File: config.mk
export PLATFORM = sky130hd
export DESIGN_NAME = uart_packet_deframer
export DESIGN_NICKNAME = d
export VERILOG_FILES = /design/src/rtl/uart_packet_deframer.sv
export SDC_FILE = /design/constraint.sdc
export NUM_CORES = 1
export LEC_CHECK = 0
export CORE_MARGIN = 2
export CORE_UTILIZATION = 40
export DETAILED_ROUTE_END_ITERATION = 8
export PLACE_DENSITY = 0.6
export SKIP_LAST_GASP = 1
export SYNTH_ARGS = -nofsm -noshare
export SYNTH_HDL_FRONTEND = slang
export SYNTH_SLANG_ARGS = --single-unit
File: constraint.sdc
create_clock -name hb_clk -period 2.1 [get_ports hb_clk]
set_clock_uncertainty 0.1 [all_clocks]
set_input_delay 0.21 -clock hb_clk [delete_from_list [all_inputs] [get_ports hb_clk]]
set_output_delay 0.21 -clock hb_clk [all_outputs]
set_load 0.01 [all_outputs]
File: src/rtl/uart_packet_deframer.sv
`default_nettype none
// ============================================================================
// Module   : uart_packet_deframer
// Purpose  : Extracts SOF/LEN/PAYLOAD/XOR-CSUM frames from a UART RX byte
//            stream. Holds a verified payload until the consumer acks it.
// Revision : 1.0  initial release
// ============================================================================
module uart_packet_deframer #(
    parameter int         MAX_LEN        = 16,
    parameter logic [7:0] SOF_BYTE       = 8'hA5,
    parameter int         TIMEOUT_CYCLES = 100000,
    localparam int        AW             = (MAX_LEN > 1) ? $clog2(MAX_LEN) : 1
) (
    input  logic          hb_clk,
    input  logic          rst,
    input  logic          in_valid,
    input  logic [7:0]    in_data,
    output logic          in_ready,
    output logic          pkt_valid,
    output logic [7:0]    pkt_len,
    input  logic          pkt_ack,
    input  logic [AW-1:0] rd_addr,
    output logic [7:0]    rd_data,
    output logic          err_len,
    output logic          err_csum,
    output logic          err_timeout,
    output logic [7:0]    err_cnt
);

    localparam logic [7:0] c_max_len = 8'(MAX_LEN);
    localparam int         c_cnt_w   = $clog2(TIMEOUT_CYCLES);

    typedef enum logic [2:0] {
        S_HUNT    = 3'd0,
        S_LEN     = 3'd1,
        S_PAYLOAD = 3'd2,
        S_CHECK   = 3'd3,
        S_HOLD    = 3'd4
    } state_t;

    state_t               r_state;
    state_t               w_state_next;
    logic [7:0]           r_len;
    logic [7:0]           r_csum;
    logic [7:0]           r_idx;
    logic [c_cnt_w-1:0]   r_tmo_cnt;
    logic [7:0]           r_buf [0:MAX_LEN-1];

    logic w_acc;
    logic w_in_frame;
    logic w_tmo_hit;
    logic w_len_bad;
    logic w_set_err_len;
    logic w_set_err_csum;
    logic w_set_err_tmo;
    logic w_pkt_load;
    logic w_pkt_release;
    logic w_buf_wr;

    // Backpressure depends only on the state register, never on in_valid.
    assign in_ready   = (r_state != S_HOLD);
    assign w_acc      = in_valid && in_ready;
    assign w_in_frame = (r_state == S_LEN) || (r_state == S_PAYLOAD) || (r_state == S_CHECK);
    // Counter about to reach TIMEOUT_CYCLES-1 on this edge.
    assign w_tmo_hit  = (r_tmo_cnt == c_cnt_w'(TIMEOUT_CYCLES - 2));
    assign w_len_bad  = (in_data == 8'd0) || (in_data > c_max_len);
    assign w_buf_wr   = (r_state == S_PAYLOAD) && w_acc;

    // Next-state and event decode; an accepted byte always beats the timeout.
    always_comb begin
        w_state_next   = r_state;
        w_set_err_len  = 1'b0;
        w_set_err_csum = 1'b0;
        w_set_err_tmo  = 1'b0;
        w_pkt_load     = 1'b0;
        w_pkt_release  = 1'b0;
        case (r_state)
            S_HUNT: begin
                if (w_acc && (in_data == SOF_BYTE)) w_state_next = S_LEN;
            end
            S_LEN: begin
                if (w_acc) begin
                    if (w_len_bad) begin
                        w_set_err_len = 1'b1;
                        w_state_next  = S_HUNT;
                    end else begin
                        w_state_next  = S_PAYLOAD;
                    end
                end else if (w_tmo_hit) begin
                    w_set_err_tmo = 1'b1;
                    w_state_next  = S_HUNT;
                end
            end
            S_PAYLOAD: begin
                if (w_acc) begin
                    if (r_idx == (r_len - 8'd1)) w_state_next = S_CHECK;
                end else if (w_tmo_hit) begin
                    w_set_err_tmo = 1'b1;
                    w_state_next  = S_HUNT;
                end
            end
            S_CHECK: begin
                if (w_acc) begin
                    if (in_data == r_csum) begin
                        w_pkt_load   = 1'b1;
                        w_state_next = S_HOLD;
                    end else begin
                        w_set_err_csum = 1'b1;
                        w_state_next   = S_HUNT;
                    end
                end else if (w_tmo_hit) begin
                    w_set_err_tmo = 1'b1;
                    w_state_next  = S_HUNT;
                end
            end
            S_HOLD: begin
                if (pkt_ack) begin
                    w_pkt_release = 1'b1;
                    w_state_next  = S_HUNT;
                end
            end
            default: w_state_next = S_HUNT;
        endcase
    end

    // State register.
    always_ff @(posedge hb_clk) begin
        if (rst) r_state <= S_HUNT;
        else     r_state <= w_state_next;
    end

    // Frame datapath, held-packet registers, error pulses and timeout counter.
    always_ff @(posedge hb_clk) begin
        if (rst) begin
            r_len       <= 8'd0;
            r_csum      <= 8'd0;
            r_idx       <= 8'd0;
            r_tmo_cnt   <= '0;
            pkt_valid   <= 1'b0;
            pkt_len     <= 8'd0;
            err_len     <= 1'b0;
            err_csum    <= 1'b0;
            err_timeout <= 1'b0;
            err_cnt     <= 8'd0;
        end else begin
            err_len     <= w_set_err_len;
            err_csum    <= w_set_err_csum;
            err_timeout <= w_set_err_tmo;
            if ((w_set_err_len || w_set_err_csum || w_set_err_tmo) && (err_cnt != 8'hFF))
                err_cnt <= err_cnt + 8'd1;

            if ((r_state == S_LEN) && w_acc && !w_len_bad) begin
                r_len  <= in_data;
                r_csum <= in_data;
                r_idx  <= 8'd0;
            end else if (w_buf_wr) begin
                r_csum <= r_csum ^ in_data;
                r_idx  <= r_idx + 8'd1;
            end

            if (w_pkt_load) begin
                pkt_len   <= r_len;
                pkt_valid <= 1'b1;
            end else if (w_pkt_release) begin
                pkt_valid <= 1'b0;
            end

            if (w_in_frame && !w_acc && !w_tmo_hit) r_tmo_cnt <= r_tmo_cnt + 1'b1;
            else                                     r_tmo_cnt <= '0;
        end
    end

    // Payload storage; never written outside PAYLOAD so a held packet is stable.
    always_ff @(posedge hb_clk) begin
        if (w_buf_wr) r_buf[r_idx[AW-1:0]] <= in_data;
    end

    // Registered payload read port.
    always_ff @(posedge hb_clk) begin
        if (rst) rd_data <= 8'd0;
        else     rd_data <= r_buf[rd_addr];
    end

endmodule
`default_nettype wire

==> results of run 1 <==
worst max-delay path by stage:
stage                          start          to  cells past startpoint
after floorplan             r_len[0]  r_state[0]                     10
after global placement    in_data[3]  err_cnt[1]                     11
after detailed placement  in_data[3]  err_cnt[1]                     11
after CTS                 in_data[1]  err_cnt[4]                      8
after global routing      in_data[4]  err_cnt[1]                     11
final                       r_len[0]  r_state[0]                      8
layer usage:
metal	up-vias	routed length, µm	global-route usage [%]
met4	2	203	4.808
met5	-	13	0
met3	15	578	3.765
met2	94	9009	29.21
met1	2522	7750	21.45
li1	2385	-	-
registers in the layout (all words and copies together), names as in the netlist:
name	flops
err_cnt	8
err_csum	1
err_len	1
err_timeout	1
pkt_len	8
pkt_valid	1
r_buf	128
r_csum	8
r_idx	8
r_len	8
r_state	3
r_tmo_cnt	17
rd_data	8
through the flow:
stage | setup TNS, ps | hold slack [ps] | util, %
global route | -87.47 | 213.8 | 51.10
global placement | -22690 | 371.3 | 47.77
detailed placement | -24500 | 379.8 | 47.77
CTS | 0 | 309.1 | 50.66
floorplan | 0 | 208.9 | -
finish | 0 | 204.4 | 51.10
what timing repair did:
item / CTS / global route
endpoints found under the setup margin: 6 / 20
gates cloned: 0 / 1
resized for setup: 4 / 18
buffers inserted: 0 / 1
pin swaps: 1 / 5
where the power goes:
part	internal [W]	switching (W)
logic	0.000181	0.000171
clock network	0.00157	0.00152
registers	0.00418	0.00000322
total	0.00593	0.00169
area by class of cell:
type | count | area [µm²]
clock buffers | 18 | 429.2
clock inverters | 14 | 132.6
fillers | 1701 | 9894
inverters | 9 | 33.78
multi-input cells | 348 | 2864
flip-flops and latches | 200 | 5288
well taps | 270 | 337.8
repair buffers | 114 | 1255
layout by cell type (no fill, tap or decap), types with 6 or more instances in the layout:
master           Yosys  layout
a21oi_1             21      21
a31oi_1              6       6
and2_1              16      16
and3_1              10      10
buf_12               0      22
buf_4                2      44
clkbuf_16            0      17
clkdlybuf4s50_1      0      39
dfxtp_1             72      70
edfxtp_1           128     128
ha_1                 8       7
inv_1                9       9
mux2i_1              9       9
mux4_2              40      40
nand2_1             39      39
nand3_1             22      22
nor2_1              58      58
nor2b_1              8       8
nor3_1               7       7
o21ai_0             10      10
or3_1                9       9
xnor2_1             11      11
xor2_1              30      29
cells by family (layout without fill, tap and decap cells):
| group | Yosys count | after routing | synth area share, % |
|---|---|---|---|
| simple gates | 202 | 202 | 12.74 |
| flops | 200 | 200 | 64.06 |
| mux | 50 | 50 | 12.18 |
| compound gates | 47 | 47 | 3.458 |
| xor+xnor | 41 | 41 | 4.352 |
| buf+inv | 36 | 155 | 2.002 |
| fa+ha+maj | 8 | 8 | 1.213 |
critical path: stages (launching register included):
cell      delay, ps
dfxtp_1         370
inv_1            60
ha_2            240
o21ba_2         220
a221oi_1        330
a41oi_1          90
nor3_1          250
a31oi_1         160
nor3_1          140
==> flow_summary.ini, run 1 <==
[sta]
finalMaxSlewViolations = 0
fin_crit_sh_pct = 97.40
finalSetupViolations = 0
rsz0062_at_grt = true
relSlewSlack_pct = 64.39
tightestPinTransition_ps = 532.5
period_needed_ps = 2045
max_freq_ghz = 0.4889
fin_ws_ps = 54.53
hold_viol = 0

[power_and_ir_drop]
powerDensity_nw_per_um2 = 737.3
finalPower_w = 0.007624
p_leak_nw = 3.536
irDropWorstVdd_mv = 0.5776

[clocking]
clk_latency_ps = 430
cts_hold_repair.buffers = 0
path_clk_slew_ps = 80
htree_levels = 4
cts-root-buf = clkbuf_16
cts_tree = yes
clockBufferDepth = 2
clock_sinks = 200
cts_buffers = 17

[placed_design]
dp.cells = 939
dp_hpwl_um = 12000
portBuffers = 44
gp_congestion = 0.8235
post_dp_cell_area_um2 = 9666
dpl_worst_slack_ps = -474.7

[synthesis]
ys_seq_elements = 200
ys_top_cells_by_area = edfxtp_1, dfxtp_1, mux4_2
synth_common_cells = edfxtp_1, dfxtp_1, nor2_1
ys_types = 50
yosys_warnings = 0
synth_top_area_share_pct = 46.59
synth.most_common_cell = edfxtp_1
synth-async-reset-ratio_pct = 0
synth_edf_count = 128
synth_area_um2 = 8250
yosys.area.top_type = edfxtp_1
syn_avg_cell_area_um2 = 14.13
ys_seq_area_share_pct = 64.06
synth_nets = 608
synthCells = 584
synth-main-ff-cell = edfxtp_1

[die]
pin_count = 45
die_area_um2 = 21790
die_h_um = 147.6
die_x_um = 147.6
rows = 52
core_area_um2 = 20230
start_util_pct = 40.77

[worst_setup_path]
rr_worst_depth = 8
timing.rr.start = r_len[0]
startpoint_type = flop
end_kind = flop
worst-setup-path-type = reg -> reg
required_ps = 2350
cp_data_arrival_time_ps = 2290
r2r_slack_ps = 50
r2r-end = r_state[0]
crit_fanout = 8

[final_layout]
n_antenna_cell = 0
fin_cells = 973
area_growth_pct = 25.33
final_nets = 714
drive_above_1_share_pct = 23.19
stdcell_area_um2 = 10340

[flow_run]
drv_cap = 0

[global_routing]
track_usage_pct = 16.89
first_global_vias = 5058
grt_max_degree = 43
grt_pass1_wl_um = 27800
antenna_found_initial = 1
grt_overflow = 0

[detailed_routing]
route.vias.total = 5018
drtPass1Iterations = 5
drtIter0Drc = 290
vias_per_cell = 5.157
drc = 0
drt_wl_total_um = 17560
final_antenna_net_count = 0
wire_per_inst_um = 18.04

[min_path]
min_to = r_buf[5][0]
hold_path.class = in -> reg
holdCritStartpoint = in_data[0]
min_path_cells = 2

[outcome]
status = finished clean
Power figures use the tool's default switching activity.
==> run 2, diff against run 1 <==
--- a/config.mk
+++ b/config.mk
@@ -8,6 +8,7 @@
 export CORE_MARGIN = 2
 export CORE_UTILIZATION = 40
 export DETAILED_ROUTE_END_ITERATION = 8
+export GPL_ROUTABILITY_DRIVEN = 0
 export PLACE_DENSITY = 0.6
 export SKIP_LAST_GASP = 1
 export SYNTH_ARGS = -nofsm -noshare
==> results of run 2 <==
The final DEF is identical to that of run 1; final timing and power are the same.
